==> src/rtl/aes_pkg.sv <==
// Shared AES definitions: GF(2^8) arithmetic, byte/column geometry and FSM state type.
// Used by inv_mix_columns (build option INV_MIX_COLUMNS_DUAL_COL_EN) and its column datapath.
package aes_pkg;

    localparam int BYTE_W   = 8;
    localparam int ROWS     = 4;
    localparam int NUM_COLS = 4;
    localparam int COL_W    = BYTE_W * ROWS;
    localparam int BLOCK_W  = COL_W * NUM_COLS;

    localparam logic [1:0] LAST_COL = 2'd3;

    // Reduction term of x^8 + x^4 + x^3 + x + 1 once the x^8 bit has been shifted out.
    localparam logic [BYTE_W-1:0] GF_POLY = 8'h1B;

    // Row r of the inverse matrix applied as coefficients to rows r, r+1, r+2, r+3 (mod 4).
    localparam logic [BYTE_W-1:0] INV_COEF [ROWS] = '{8'h0e, 8'h0b, 8'h0d, 8'h09};

    typedef enum logic [1:0] {
        ST_IDLE,
        ST_COMPUTE,
        ST_OUTPUT
    } state_t;

    function automatic logic [BYTE_W-1:0] xtime(input logic [BYTE_W-1:0] b);
        return {b[BYTE_W-2:0], 1'b0} ^ (b[BYTE_W-1] ? GF_POLY : 8'h00);
    endfunction

    // Shift-and-add multiply; with a constant b this collapses to a short xtime/XOR chain.
    function automatic logic [BYTE_W-1:0] gf_mul(input logic [BYTE_W-1:0] a,
                                                  input logic [BYTE_W-1:0] b);
        logic [BYTE_W-1:0] acc;
        logic [BYTE_W-1:0] pw;
        acc = '0;
        pw  = a;
        for (int i = 0; i < BYTE_W; i++) begin
            if (b[i]) acc = acc ^ pw;
            pw = xtime(pw);
        end
        return acc;
    endfunction

endpackage

==> src/rtl/inv_mix_column_word.sv <==
// Combinational InvMixColumns of one 32-bit column; byte r of the column is row r.
module inv_mix_column_word
    import aes_pkg::*;
(
    input  logic [COL_W-1:0] col_in,
    output logic [COL_W-1:0] col_out
);

    always_comb begin
        col_out = '0;
        for (int r = 0; r < ROWS; r++) begin
            for (int i = 0; i < ROWS; i++) begin
                col_out[r*BYTE_W +: BYTE_W] = col_out[r*BYTE_W +: BYTE_W]
                    ^ gf_mul(col_in[((r + i) % ROWS)*BYTE_W +: BYTE_W], INV_COEF[i]);
            end
        end
    end

endmodule

==> src/rtl/inv_mix_columns.sv <==
// Iterative AES InvMixColumns: one column per cycle, or two with INV_MIX_COLUMNS_DUAL_COL_EN.
// Handshake: start is taken only while ready_out=1 (IDLE); valid_out pulses once per finished block.
module inv_mix_columns
    import aes_pkg::*;
(
    input  logic               clk_in,
    input  logic               rst_in,
    input  logic               start,
    input  logic [BLOCK_W-1:0] block_in,
    output logic               ready_out,
    output logic [BLOCK_W-1:0] result_out,
    output logic               valid_out
);

    state_t             state;
    state_t             state_nxt;
    logic [BLOCK_W-1:0] blk_q;
    logic [BLOCK_W-1:0] acc_q;
    logic [1:0]         col_idx;
    logic               cap_en;
    logic               step_en;
    logic               load_en;
    logic               last_step;
    logic [COL_W-1:0]   word_lo;

`ifdef INV_MIX_COLUMNS_DUAL_COL_EN
    localparam logic [1:0] COL_STEP = 2'd2;

    logic [1:0]       col_hi;
    logic [COL_W-1:0] word_hi;

    assign col_hi    = col_idx | 2'd1;
    assign last_step = (col_hi == LAST_COL);

    inv_mix_column_word u_word_lo (
        .col_in  (blk_q[{col_idx, 5'd0} +: COL_W]),
        .col_out (word_lo)
    );

    inv_mix_column_word u_word_hi (
        .col_in  (blk_q[{col_hi, 5'd0} +: COL_W]),
        .col_out (word_hi)
    );
`else
    localparam logic [1:0] COL_STEP = 2'd1;

    assign last_step = (col_idx == LAST_COL);

    inv_mix_column_word u_word_lo (
        .col_in  (blk_q[{col_idx, 5'd0} +: COL_W]),
        .col_out (word_lo)
    );
`endif

    // OUTPUT is the publish cycle: result_out/valid_out load on its closing edge,
    // which also returns to IDLE so the next block can be taken one cycle later.
    always_comb begin
        state_nxt = state;
        cap_en    = 1'b0;
        step_en   = 1'b0;
        load_en   = 1'b0;
        ready_out = 1'b0;
        unique case (state)
            ST_IDLE: begin
                ready_out = 1'b1;
                if (start) begin
                    cap_en    = 1'b1;
                    state_nxt = ST_COMPUTE;
                end
            end
            ST_COMPUTE: begin
                step_en = 1'b1;
                if (last_step) state_nxt = ST_OUTPUT;
            end
            ST_OUTPUT: begin
                load_en   = 1'b1;
                state_nxt = ST_IDLE;
            end
            default: state_nxt = ST_IDLE;
        endcase
    end

    always_ff @(posedge clk_in) begin
        if (rst_in) begin
            state      <= ST_IDLE;
            col_idx    <= '0;
            result_out <= '0;
            valid_out  <= 1'b0;
        end else begin
            state     <= state_nxt;
            valid_out <= load_en;
            if (cap_en)  col_idx    <= '0;
            if (step_en) col_idx    <= col_idx + COL_STEP;
            if (load_en) result_out <= acc_q;
        end
    end

    // Working registers need no reset: nothing reaches result_out without a fresh capture.
    always_ff @(posedge clk_in) begin
        if (cap_en) blk_q <= block_in;
        if (step_en) begin
            acc_q[{col_idx, 5'd0} +: COL_W] <= word_lo;
`ifdef INV_MIX_COLUMNS_DUAL_COL_EN
            acc_q[{col_hi, 5'd0} +: COL_W] <= word_hi;
`endif
        end
    end

endmodule

==> config.mk <==
export PLATFORM = sky130hd
export DESIGN_NAME = inv_mix_columns
export DESIGN_NICKNAME = d
export VERILOG_FILES = /design/src/rtl/aes_pkg.sv /design/src/rtl/inv_mix_column_word.sv /design/src/rtl/inv_mix_columns.sv
export SDC_FILE = /design/constraint.sdc
export NUM_CORES = 1
export LEC_CHECK = 0
export CORE_ASPECT_RATIO = 0.75
export CORE_MARGIN = 3
export CORE_UTILIZATION = 55
export CTS_CLUSTER_SIZE = 16
export DETAILED_ROUTE_END_ITERATION = 6
export DONT_BUFFER_PORTS = 1
export PLACE_DENSITY = 0.8
export SLEW_MARGIN = 40
export SYNTH_ARGS = -nofsm -noshare
export SYNTH_HDL_FRONTEND = slang
export SYNTH_SLANG_ARGS = --single-unit
==> constraint.sdc <==
create_clock -name clk_in -period 14.9 [get_ports clk_in]
set_input_delay 4.47 -clock clk_in [delete_from_list [all_inputs] [get_ports clk_in]]
set_output_delay 4.47 -clock clk_in [all_outputs]
set_load 0.02 [all_outputs]
[Yosys cells after proc, flatten, opt, wreduce, memory -nomap -nowiden]
Index checks and enable logic that the tools add are counted.
Storage, ports and cells
  register bits after elaboration: 389
  latch bits: 0
  memory bits (writable): 0
  memory bits (read-only): 0
  bits of input ports: 131
  output and inout bits: 130
  logic and storage cells: 94
  memories kept: 0
Operators by class
  add/sub/neg operators: 2
  multiply operators: 0
  div/mod/pow operators: 0
  $lt $le $gt $ge: 0
  equal/unequal tests: 5
  shift operators: 3
  mux-type cells: 23
  bitwise logic cells: 52
  reductions and logical operators: 3
Operators with widths (count)
  $xor A8 B8 Y8: 52
  $bwmux W128: 1
  $shift A32 B9 Y128 const A: 1
  $shiftx A128 B8 Y32: 1
  $shiftx A32 B9 Y128: 1
  $mux W5: 12
  $neg A7 Y9: 1
  $mux W2: 4
  $mux W1: 5
  $eq A2 B2 Y1 const B: 2
  $ne A2 B2 Y1 const B: 2
  $pmux W2 S2: 1
  $add A2 B1 Y2 const B: 1
  $eq A2 B1 Y1 const B: 1
  $logic_not A2 Y1: 1
  $reduce_and A2 Y1: 1
  $reduce_bool A2 Y1: 1

[Logic depth before layout (Yosys ltp)]
Gate-level depths: netlist (run 1).
  depth after elaboration: 13
  gate-level depth with buffers: 10
  mapped depth without buffers: 6

[Hierarchy]
A second synthesis (run 1) with hierarchy kept.
Unflattened totals
  cell total of the unflattened synthesis: 1265
  area total of the unflattened synthesis: 16280.6 µm²
Modules (own cells, without submodules)
  inv_mix_columns: instances 1, cells an instance 1063, area an instance 13983.4 µm²
  inv_mix_column_word: instances 1, cells an instance 202, area an instance 2297.2 µm²

[Least setup slack after synthesis (run 1)]
Ideal clock, no wire load.
  path kind: input -> register
  from: in start
  to: reg blk_q[0], enable pin
  setup time: 0.502 ns
  data arrival time: 7.403 ns
  path slack: 6.995 ns
  stages: 1
  cells stage by stage: and2_1
Between the ends
  word-level cells in the longest chain between the ends: 2
RTL lines
  start, declared: line inv_mix_columns.sv:8  | input logic start,
  $mux W1: line inv_mix_columns.sv:66  | if (start) begin
  $mux W1: line inv_mix_columns.sv:63  | unique case (state)
  end signal, assigned: line inv_mix_columns.sv:100  | if (cap_en) blk_q <= block_in;
  end, declared: line inv_mix_columns.sv:17  | logic [BLOCK_W-1:0] blk_q;
No other way between the ends.
A chain may end at the register's enable or synchronous reset.

[Final worst setup path (run 1)]
  from: reg state[1]
  to: out ready_out
Between the ends
  word-level cells in the longest chain between the ends: 2
RTL lines
  start, declared: line inv_mix_columns.sv:15  | state_t state;
  start signal, assigned: line inv_mix_columns.sv:90  | state <= state_nxt;
  $logic_not A2 Y1: line inv_mix_columns.sv:63
  $mux W1: line inv_mix_columns.sv:63
  end, declared: line inv_mix_columns.sv:10  | output logic ready_out,
No other way between the ends.

==> flow_summary.json, run 1 <==
{
  "leakagePower_nw": 5.91,
  "hpwl_um": 24500,
  "hp-start": "acc_q[0]",
  "clock_sinks": 389,
  "ys_ff_latch": 389,
  "nNetsFinal": 1346,
  "holdWs_ps": 495,
  "io_buffers": 0,
  "path_max_fanout": 6,
  "rrSetupSlack_ps": 10510,
  "insertion_delay_ps": 550,
  "syn_inst": 1240,
  "syn_area_sq_mm": 0.0161,
  "vdd_drop_max_mv": 0.120,
  "finClkSkew_ps": 26.1,
  "path_cells": "nor2_1",
  "tightest_slew_ps": 910,
  "synthDistinctLibCells": 30,
  "rsz0062_at_grt": "no",
  "die_w_um": 203,
  "antenna_found_initial": 2,
  "setup_violations": 0,
  "holdPathEnd": "result_out[0]",
  "max_slew_margin_pct": 38.9,
  "design_area_sq_mm": 0.0176,
  "dieArea_sq_mm": 0.0313,
  "start_util_pct": 56.7,
  "routed-via-count": 9151,
  "route.detailed.drc": 0,
  "maxCapViolCount": 0,
  "fmax_ghz": 0.169,
  "clk_pin_slew_worst_paths_ps": 60,
  "p_clk_share_pct": 28.0,
  "post_cts_buffers": 0,
  "syn-num-nets": 1376,
  "crit_start": "state[1]",
  "cp_slowest_cell": "nor2_1",
  "cts_hold_buffers": 0,
  "end_kind": "primary output",
  "max_stage_delay_ps": 520,
  "area_growth_pct": 9.49,
  "status": "finished, final reports clean",
  "htreeDepth": 2,
  "grt_pass1_wl_um": 54300,
  "hold_class": "flip-flop to flip-flop",
  "timing.final.crit_share_pct": 39.6,
  "grt_overflow": 0,
  "ios": 261,
  "maxSlewViolCount": 0,
  "ys_seq_area_share_pct": 64.4,
  "antenna_cells": 0,
  "cts_tree": "done",
  "cts.path.max_buffers": 3,
  "drt_iter0_markers": 962,
  "grt_max_degree": 134,
  "p_int_mw": 2.11,
  "fp.dieH_um": 154,
  "hold_viol_final": 0,
  "path_delay_family": "simple AND/OR/NAND/NOR gates",
  "ant_nets": 0,
  "grt_usage_pct": 23.4,
  "cts_made_buffers": 36,
  "cts_resized": 0,
  "rr_startpoint": "col_idx[0]",
  "coreArea_sq_mm": 0.0284,
  "ff2ff_path_depth": 7,
  "powerDensity_mw_per_mm2": 184,
  "critPathKind": "flip-flop to primary output",
  "period_needed_ps": 5910,
  "dpl_cell_area_sq_mm": 0.0164,
  "critPathBufInv": 0,
  "worst_slack_ps": 8990,
  "setup_tns_ps": 0,
  "worstPathRequired_ps": 10430,
  "p_sw_share_pct": 35.0,
  "synth.avg_cell_area_sq_um": 13.0,
  "whs_path_depth": 2,
  "final_layout_size_suffix_gt1_share_pct": 9.94,
  "cts-root-buf": "clkbuf_16",
  "fp-row-count": 53,
  "synth_warnings": 0,
  "combPwrFrac_pct": 33.6,
  "viasPerCell": 5.64,
  "start_kind": "flip-flop",
  "grt_pass1_vias": 8760,
  "place.gp.congestion": 0.872,
  "critPathArrivalTime_ps": 1440,
  "worstReg2RegEnd": "acc_q[45]",
  "avgRoutedWirePerCell_um": 22.9,
  "routed_wl_um": 37100,
  "p_seq_share_pct": 38.4,
  "switchingPower_mw": 1.14,
  "drtPass1Iterations": 7,
  "place_worst_setup_slack_ps": 8840
}
flip-flops by register name, indices dropped and copies added (netlist names):
name,count
col_idx,2
result_out,128
acc_q,128
state,2
blk_q,128
valid_out,1
cell type report:
| cell class | instances | area [sq um] |
|---|---|---|
| fill | 2095 | 10800 |
| sequential | 389 | 10400 |
| multi-input combinational | 769 | 5500 |
| clock buffer | 54 | 1020 |
| tap | 385 | 482 |
| clock inverter | 12 | 143 |
| timing repair buffer | 10 | 93.8 |
| inverter | 4 | 15.0 |
cells in the mapped netlist, drive strengths merged:
master | instances | area [sq um]
a21oi | 128 | 641
a22oi | 1 | 7.51
and2 | 5 | 31.3
buf | 24 | 159
clkbuf | 54 | 203
dfxtp | 133 | 2660
edfxtp | 256 | 7690
ha | 5 | 62.6
inv | 4 | 15.0
mux2i | 2 | 20.0
mux4 | 32 | 736
nand2 | 256 | 961
nand2b | 1 | 6.26
nand3 | 2 | 10.0
nor2 | 132 | 495
nor2b | 3 | 18.8
nor3 | 1 | 5.00
o21bai | 1 | 7.51
or3 | 2 | 12.5
xnor2 | 124 | 1190
xnor3 | 33 | 743
xor2 | 38 | 333
xor3 | 3 | 71.3
cell usage in the layout, fill, tap and decap left out, types with 4 or more instances in the layout:
master and count:
nor2_1 132, clkbuf_1 14, mux4_1 4, buf_4 6, xnor3_1 33, dfxtp_1 131, ha_1 5, xnor2_2 22
inv_1 4, xnor2_1 100, a21oi_1 128, mux4_2 28, xor2_1 35, edfxtp_1 256, nand2_1 256, and2_1 4
clkbuf_16 37
cells by family (layout without fill, tap and decap cells):
logic type / after synthesis / in the layout / synth area share [%]
flops: 389 / 389 / 64.4
xor+xnor: 198 / 198 / 14.5
compound gates: 130 / 130 / 4.08
mux: 34 / 34 / 4.70
fa+ha+maj: 5 / 5 / 0.389
simple gates: 402 / 402 / 9.58
buf+inv: 82 / 80 / 2.34
metal layers:
layer / wire length [um] / share of wire, % / vias to the layer above / GRT usage (%)
met2: 17100 / 46 / 475 / 36.0
met3: 4300 / 12 / 66 / 7.81
met1: 14800 / 40 / 4437 / 31.9
li1: - / - / 4169 / -
met4: 961 / 2.6 / 4 / 7.40
met5: 27 / 0.073 / - / 0
worst max path at each step:
stage               slack (ps)   endpoint  depth (start not counted)
finish                    8990  ready_out                          1
global route              8940  ready_out                          1
CTS                       8970  ready_out                          1
detailed placement        8840   blk_q[2]                          2
global placement          8650   blk_q[2]                          2
floorplan                 7000   blk_q[0]                          1
power groups by stage:
stage | Sequential (mW) | Combinational, mW | Clock (mW)
5_1_grt | 1.25 | 1.11 | 0.964
3_5_place_dp | 1.27 | 1.06 | 0
6_report | 1.25 | 1.09 | 0.908
4_1_cts | 1.25 | 1.06 | 0.923
2_1_floorplan | 1.26 | 0.602 | 0
3_3_place_gp | 1.27 | 1.01 | 0
stage by stage:
| stage | total power, mW | instances | util (%) |
|---|---|---|---|
| 6_report | 3.25 | 1623 | 62.0 |
| 5_1_grt | 3.33 | 1623 | 62.0 |
| 3_3_place_gp | 2.28 | 1556 | 57.4 |
| 4_1_cts | 3.23 | 1623 | 62.0 |
| 3_5_place_dp | 2.33 | 1557 | 57.9 |
| 2_1_floorplan | 1.87 | 1240 | - |
(Power assumes the default switching activity.)
==> inputs of run 2 (changes only) <==
--- a/config.mk
+++ b/config.mk
@@ -11,7 +11,7 @@
 export CTS_CLUSTER_SIZE = 16
 export DETAILED_ROUTE_END_ITERATION = 6
 export DONT_BUFFER_PORTS = 1
-export PLACE_DENSITY = 0.8
+export PLACE_DENSITY = 0.83
 export SLEW_MARGIN = 40
 export SYNTH_ARGS = -nofsm -noshare
 export SYNTH_HDL_FRONTEND = slang
==> constraint.sdc (replaced) <==
create_clock -name clk_in -period 5.3 [get_ports clk_in]
set_input_delay 1.59 -clock clk_in [delete_from_list [all_inputs] [get_ports clk_in]]
set_output_delay 1.59 -clock clk_in [all_outputs]
set_load 0.02 [all_outputs]
==> run 2 against run 1 <==
  * Worst hold slack got worse by 7.9 ps
  * Critical path type is now flip-flop to flip-flop
  * Critical path depth rose by 5
  * Sequential power rose to 2.8 times the previous value
  * Highest routed layer unchanged
  * Cell count rose by 0.68%
  * Global-route usage rose by 1.2 points
  * Critical endpoint is now acc_q[102]
  * Core utilization rose by 0.36 points
  * Combinational power rose to 2.7 times the previous value
  * Register-to-register slack got worse by 9600 ps
  * Total power rose to 2.8 times the previous value
  * Routed wire length rose by 4.7%
  * First-iteration DRC count fell by 3.4%
==> flow_summary.json, run 2 (synthesis results as in run 1) <==
{
  "maxSlewViolCount": 0,
  "end_kind": "flip-flop",
  "period_needed_ps": 4340,
  "post_cts_buffers": 0,
  "nNetsFinal": 1357,
  "hpwl_um": 26600,
  "avgRoutedWirePerCell_um": 23.8,
  "clk_pin_slew_worst_paths_ps": 70,
  "setup_violations": 0,
  "ant_nets": 0,
  "io_buffers": 0,
  "critPathKind": "flip-flop to flip-flop",
  "setup_tns_ps": 0,
  "area_growth_pct": 10.1,
  "path_max_fanout": 24,
  "fp-row-count": 53,
  "dieArea_sq_mm": 0.0313,
  "antenna_found_initial": 1,
  "dpl_cell_area_sq_mm": 0.0164,
  "coreArea_sq_mm": 0.0284,
  "rr_startpoint": "col_idx[0]",
  "critPathArrivalTime_ps": 4590,
  "grt_pass1_wl_um": 57400,
  "largestRegisters": "acc_q x128, blk_q x128, result_out x128",
  "insertion_delay_ps": 550,
  "whs_path_depth": 2,
  "finClkSkew_ps": 26.6,
  "clock_sinks": 389,
  "vdd_drop_max_mv": 0.357,
  "grt_max_degree": 134,
  "cts_hold_buffers": 0,
  "tightest_slew_ps": 894,
  "ios": 261,
  "fp.dieH_um": 154,
  "design_area_sq_mm": 0.0177,
  "htreeDepth": 2,
  "timing.final.crit_share_pct": 81.9,
  "cts-root-buf": "clkbuf_16",
  "dp.cells": 1566,
  "fill_cells": 2123,
  "fmax_ghz": 0.230,
  "final_util_pct": 62.4,
  "drtPass1Iterations": 5,
  "grt_overflow": 0,
  "holdWs_ps": 487,
  "hp-start": "acc_q[32]",
  "leakagePower_nw": 5.98,
  "cts.path.max_buffers": 3,
  "routed_wl_um": 38900,
  "status": "finished, final reports clean",
  "worstReg2RegEnd": "acc_q[102]",
  "rrSetupSlack_ps": 960,
  "place.gp.congestion": 0.937,
  "place_worst_setup_slack_ps": 1030,
  "hold_viol_final": 0,
  "maxCapViolCount": 0,
  "grt_usage_pct": 24.6,
  "start_kind": "flip-flop",
  "layout_common_cells": "nand2_1, edfxtp_1, nor2_1, dfxtp_1, a21oi_1",
  "stdcell_count": 1634,
  "cts_tree": "done",
  "worst_slack_ps": 958,
  "hold_class": "flip-flop to flip-flop",
  "routed-via-count": 9400,
  "grt_pass1_vias": 9476,
  "worstPathRequired_ps": 5550,
  "cts_resized": 0,
  "antenna_cells": 0,
  "powerDensity_mw_per_mm2": 517,
  "cts_made_buffers": 37,
  "final_layout_size_suffix_gt1_share_pct": 10.5,
  "max_slew_margin_pct": 40.0,
  "holdPathEnd": "result_out[32]",
  "drt_iter0_markers": 929,
  "p_total_mw": 9.15,
  "route.detailed.drc": 0,
  "ff2ff_path_depth": 6,
  "start_util_pct": 56.7,
  "die_w_um": 203,
  "rsz0062_at_grt": "no",
  "viasPerCell": 5.75
}
run 2: how the worst max path moves through the flow:
stage,startpoint,to,slack (ps)
floorplan,start,blk_q[0],280
global placement,col_idx[0],acc_q[27],850
detailed placement,col_idx[0],acc_q[102],1030
CTS,col_idx[0],acc_q[102],1020
global route,col_idx[0],acc_q[125],850
finish,col_idx[0],acc_q[102],960
run 2: layout make-up:
class | instances | area (sq um) | share of cell area [%]
timing repair buffer | 20 | 163 | 0.919
clock inverter | 20 | 235 | 1.33
inverter | 4 | 15.0 | 0.0848
sequential | 389 | 10400 | 58.5
clock buffer | 47 | 1010 | 5.73
tap | 385 | 482 | 2.72
multi-input combinational | 769 | 5450 | 30.8
run 2: power breakdown:
group | switching (mW) | leakage, nW | total, mW | internal [mW]
clock network | 1.13 | 0.616 | 2.70 | 1.57
registers | 0.0514 | 3.42 | 3.51 | 3.46
logic | 1.93 | 1.95 | 2.94 | 1.02
run 2: critical path, stage by stage, from the launching register on:
cell     delay, ps
dfxtp_2        830
mux4_1         950
xor2_1         690
xnor3_1        600
xnor2_1        180
xnor2_1        690
nor2_1          80
run 2: metal layers:
| metal | global-route usage, % | vias to the layer above | wire length [um] |
|---|---|---|---|
| li1 | - | 4197 | - |
| met1 | 32.5 | 4622 | 15000 |
| met2 | 38.6 | 498 | 18000 |
| met3 | 8.21 | 81 | 4630 |
| met4 | 8.81 | 2 | 1340 |
| met5 | 0 | - | 7 |
==> inputs of run 3 (changes only) <==
==> constraint.sdc (replaced) <==
create_clock -name clk_in -period 3.95 [get_ports clk_in]
set_input_delay 1.185 -clock clk_in [delete_from_list [all_inputs] [get_ports clk_in]]
set_output_delay 1.185 -clock clk_in [all_outputs]
set_load 0.02 [all_outputs]
==> run 3 against run 2 <==
  * Via count rose by 1.1%
  * Clock skew decreased by 2.8 ps
  * Setup slack worse by 770 ps
  * Count of clock-buffer cells in the layout up 3
  * Core utilization increased by 0.11 points
  * Total power is 33% higher
  * Critical path type unchanged
  * Highest routed layer is now met4
==> flow_summary.json, run 3 (synthesis results as in run 1) <==
{
  "hold_viol_final": 0,
  "whs_path_depth": 2,
  "drt_iter0_markers": 1057,
  "period_needed_ps": 3760,
  "post_cts_buffers": 0,
  "holdWs_ps": 500,
  "coreArea_sq_mm": 0.0284,
  "dp.cells": 1591,
  "max_slew_margin_pct": 38.5,
  "worstPathRequired_ps": 4190,
  "vdd_drop_max_mv": 0.421,
  "rr_startpoint": "col_idx[0]",
  "hpwl_um": 27100,
  "stdcell_count": 1656,
  "tightest_slew_ps": 916,
  "grt_max_degree": 134,
  "viasPerCell": 5.74,
  "routed-via-count": 9502,
  "grt_pass1_wl_um": 57900,
  "place_worst_setup_slack_ps": 287,
  "busiest_layer": "met2",
  "final_layout_size_suffix_gt1_share_pct": 11.5,
  "layout_common_cells": "nand2_1, edfxtp_1, nor2_1",
  "grt_pass1_vias": 9501,
  "cts_resized": 0,
  "insertion_delay_ps": 540,
  "cts_tree": "done",
  "grt_usage_pct": 24.7,
  "multi_input_area_sq_mm": 0.00539,
  "start_kind": "flip-flop",
  "timing.final.crit_share_pct": 95.1,
  "cts-root-buf": "clkbuf_16",
  "rsz0062_at_grt": "no",
  "finClkSkew_ps": 23.8,
  "drtPass1Iterations": 6,
  "ant_nets": 0,
  "critPathArrivalTime_ps": 4000,
  "route.detailed.drc": 0,
  "die_w_um": 203,
  "fill_cells": 2095,
  "ios": 261,
  "fmax_ghz": 0.266,
  "place.gp.congestion": 0.902,
  "use_met3_pct": 9.54,
  "grt_overflow": 0,
  "powerDensity_mw_per_mm2": 686,
  "ff2ff_path_depth": 7,
  "nNetsFinal": 1381,
  "maxCapViolCount": 0,
  "fp-row-count": 53,
  "cts_hold_buffers": 0,
  "hp-start": "acc_q[126]",
  "setup_tns_ps": 0,
  "cts_made_buffers": 36,
  "path_max_fanout": 11,
  "status": "finished, final reports clean",
  "design_area_sq_mm": 0.0177,
  "dpl_cell_area_sq_mm": 0.0166,
  "setup_violations": 0,
  "register_area_sq_mm": 0.0104,
  "cts.path.max_buffers": 3,
  "fp.dieH_um": 154,
  "largestRegisters": "acc_q x128, blk_q x128, result_out x128",
  "leakagePower_nw": 6.02,
  "avgRoutedWirePerCell_um": 23.7,
  "antenna_cells": 0,
  "dieArea_sq_mm": 0.0313,
  "gr-usage-met2_pct": 39.1,
  "maxSlewViolCount": 0,
  "critPathKind": "flip-flop to flip-flop",
  "hold_class": "flip-flop to flip-flop",
  "htreeDepth": 2,
  "start_util_pct": 56.7,
  "worst_slack_ps": 193,
  "final_util_pct": 62.5,
  "holdPathEnd": "result_out[126]",
  "worstReg2RegEnd": "acc_q[85]",
  "clock_sinks": 389,
  "antenna_found_initial": 0,
  "io_buffers": 0,
  "p_total_mw": 12.2,
  "rrSetupSlack_ps": 190,
  "area_growth_pct": 10.3,
  "routed_wl_um": 39300,
  "clk_pin_slew_worst_paths_ps": 60,
  "end_kind": "flip-flop",
  "met1_usage_pct": 31.9
}
## run 3: routing by layer
| layer | wire (um) | up-vias |
|---|---|---|
| met2 | 18100 | 556 |
| met4 | 1240 | 0 |
| li1 | - | 4240 |
| met1 | 14900 | 4625 |
| met3 | 5010 | 81 |
| met5 | 0 | - |
## run 3: layout make-up
cell class,count,share of cell area [%]
clock buffers,50,5.72
clock inverters,14,0.635
inverters,4,0.0846
multi-input cells,769,30.4
flip-flops and latches,389,58.4
well taps,385,2.72
repair buffers,45,2.12
## run 3: worst max path at each step
stage / startpoint / end / slack [ps] / depth (start not counted)
after detailed placement: col_idx[0] / acc_q[85] / 290 / 7
after global routing: col_idx[0] / acc_q[85] / 110 / 7
final: col_idx[0] / acc_q[85] / 190 / 7
after floorplan: start / blk_q[0] / 750 / 1
after global placement: col_idx[0] / acc_q[99] / 140 / 8
after CTS: col_idx[0] / acc_q[85] / 280 / 7
## run 3: report_power, final
part           internal, mW  switching (mW)
sequential             4.64          0.0686
combinational          1.59            2.52
clock                  1.88            1.47
total                  8.11            4.05
## run 3: worst max-delay path, cell delays in order, from the launching register on
cell and delay, ps:
dfxtp_2 530, buf_4 250, mux4_1 670, xnor2_1 490, xnor3_1 430, xor2_1 230, xnor2_1 750, nor2_1 120
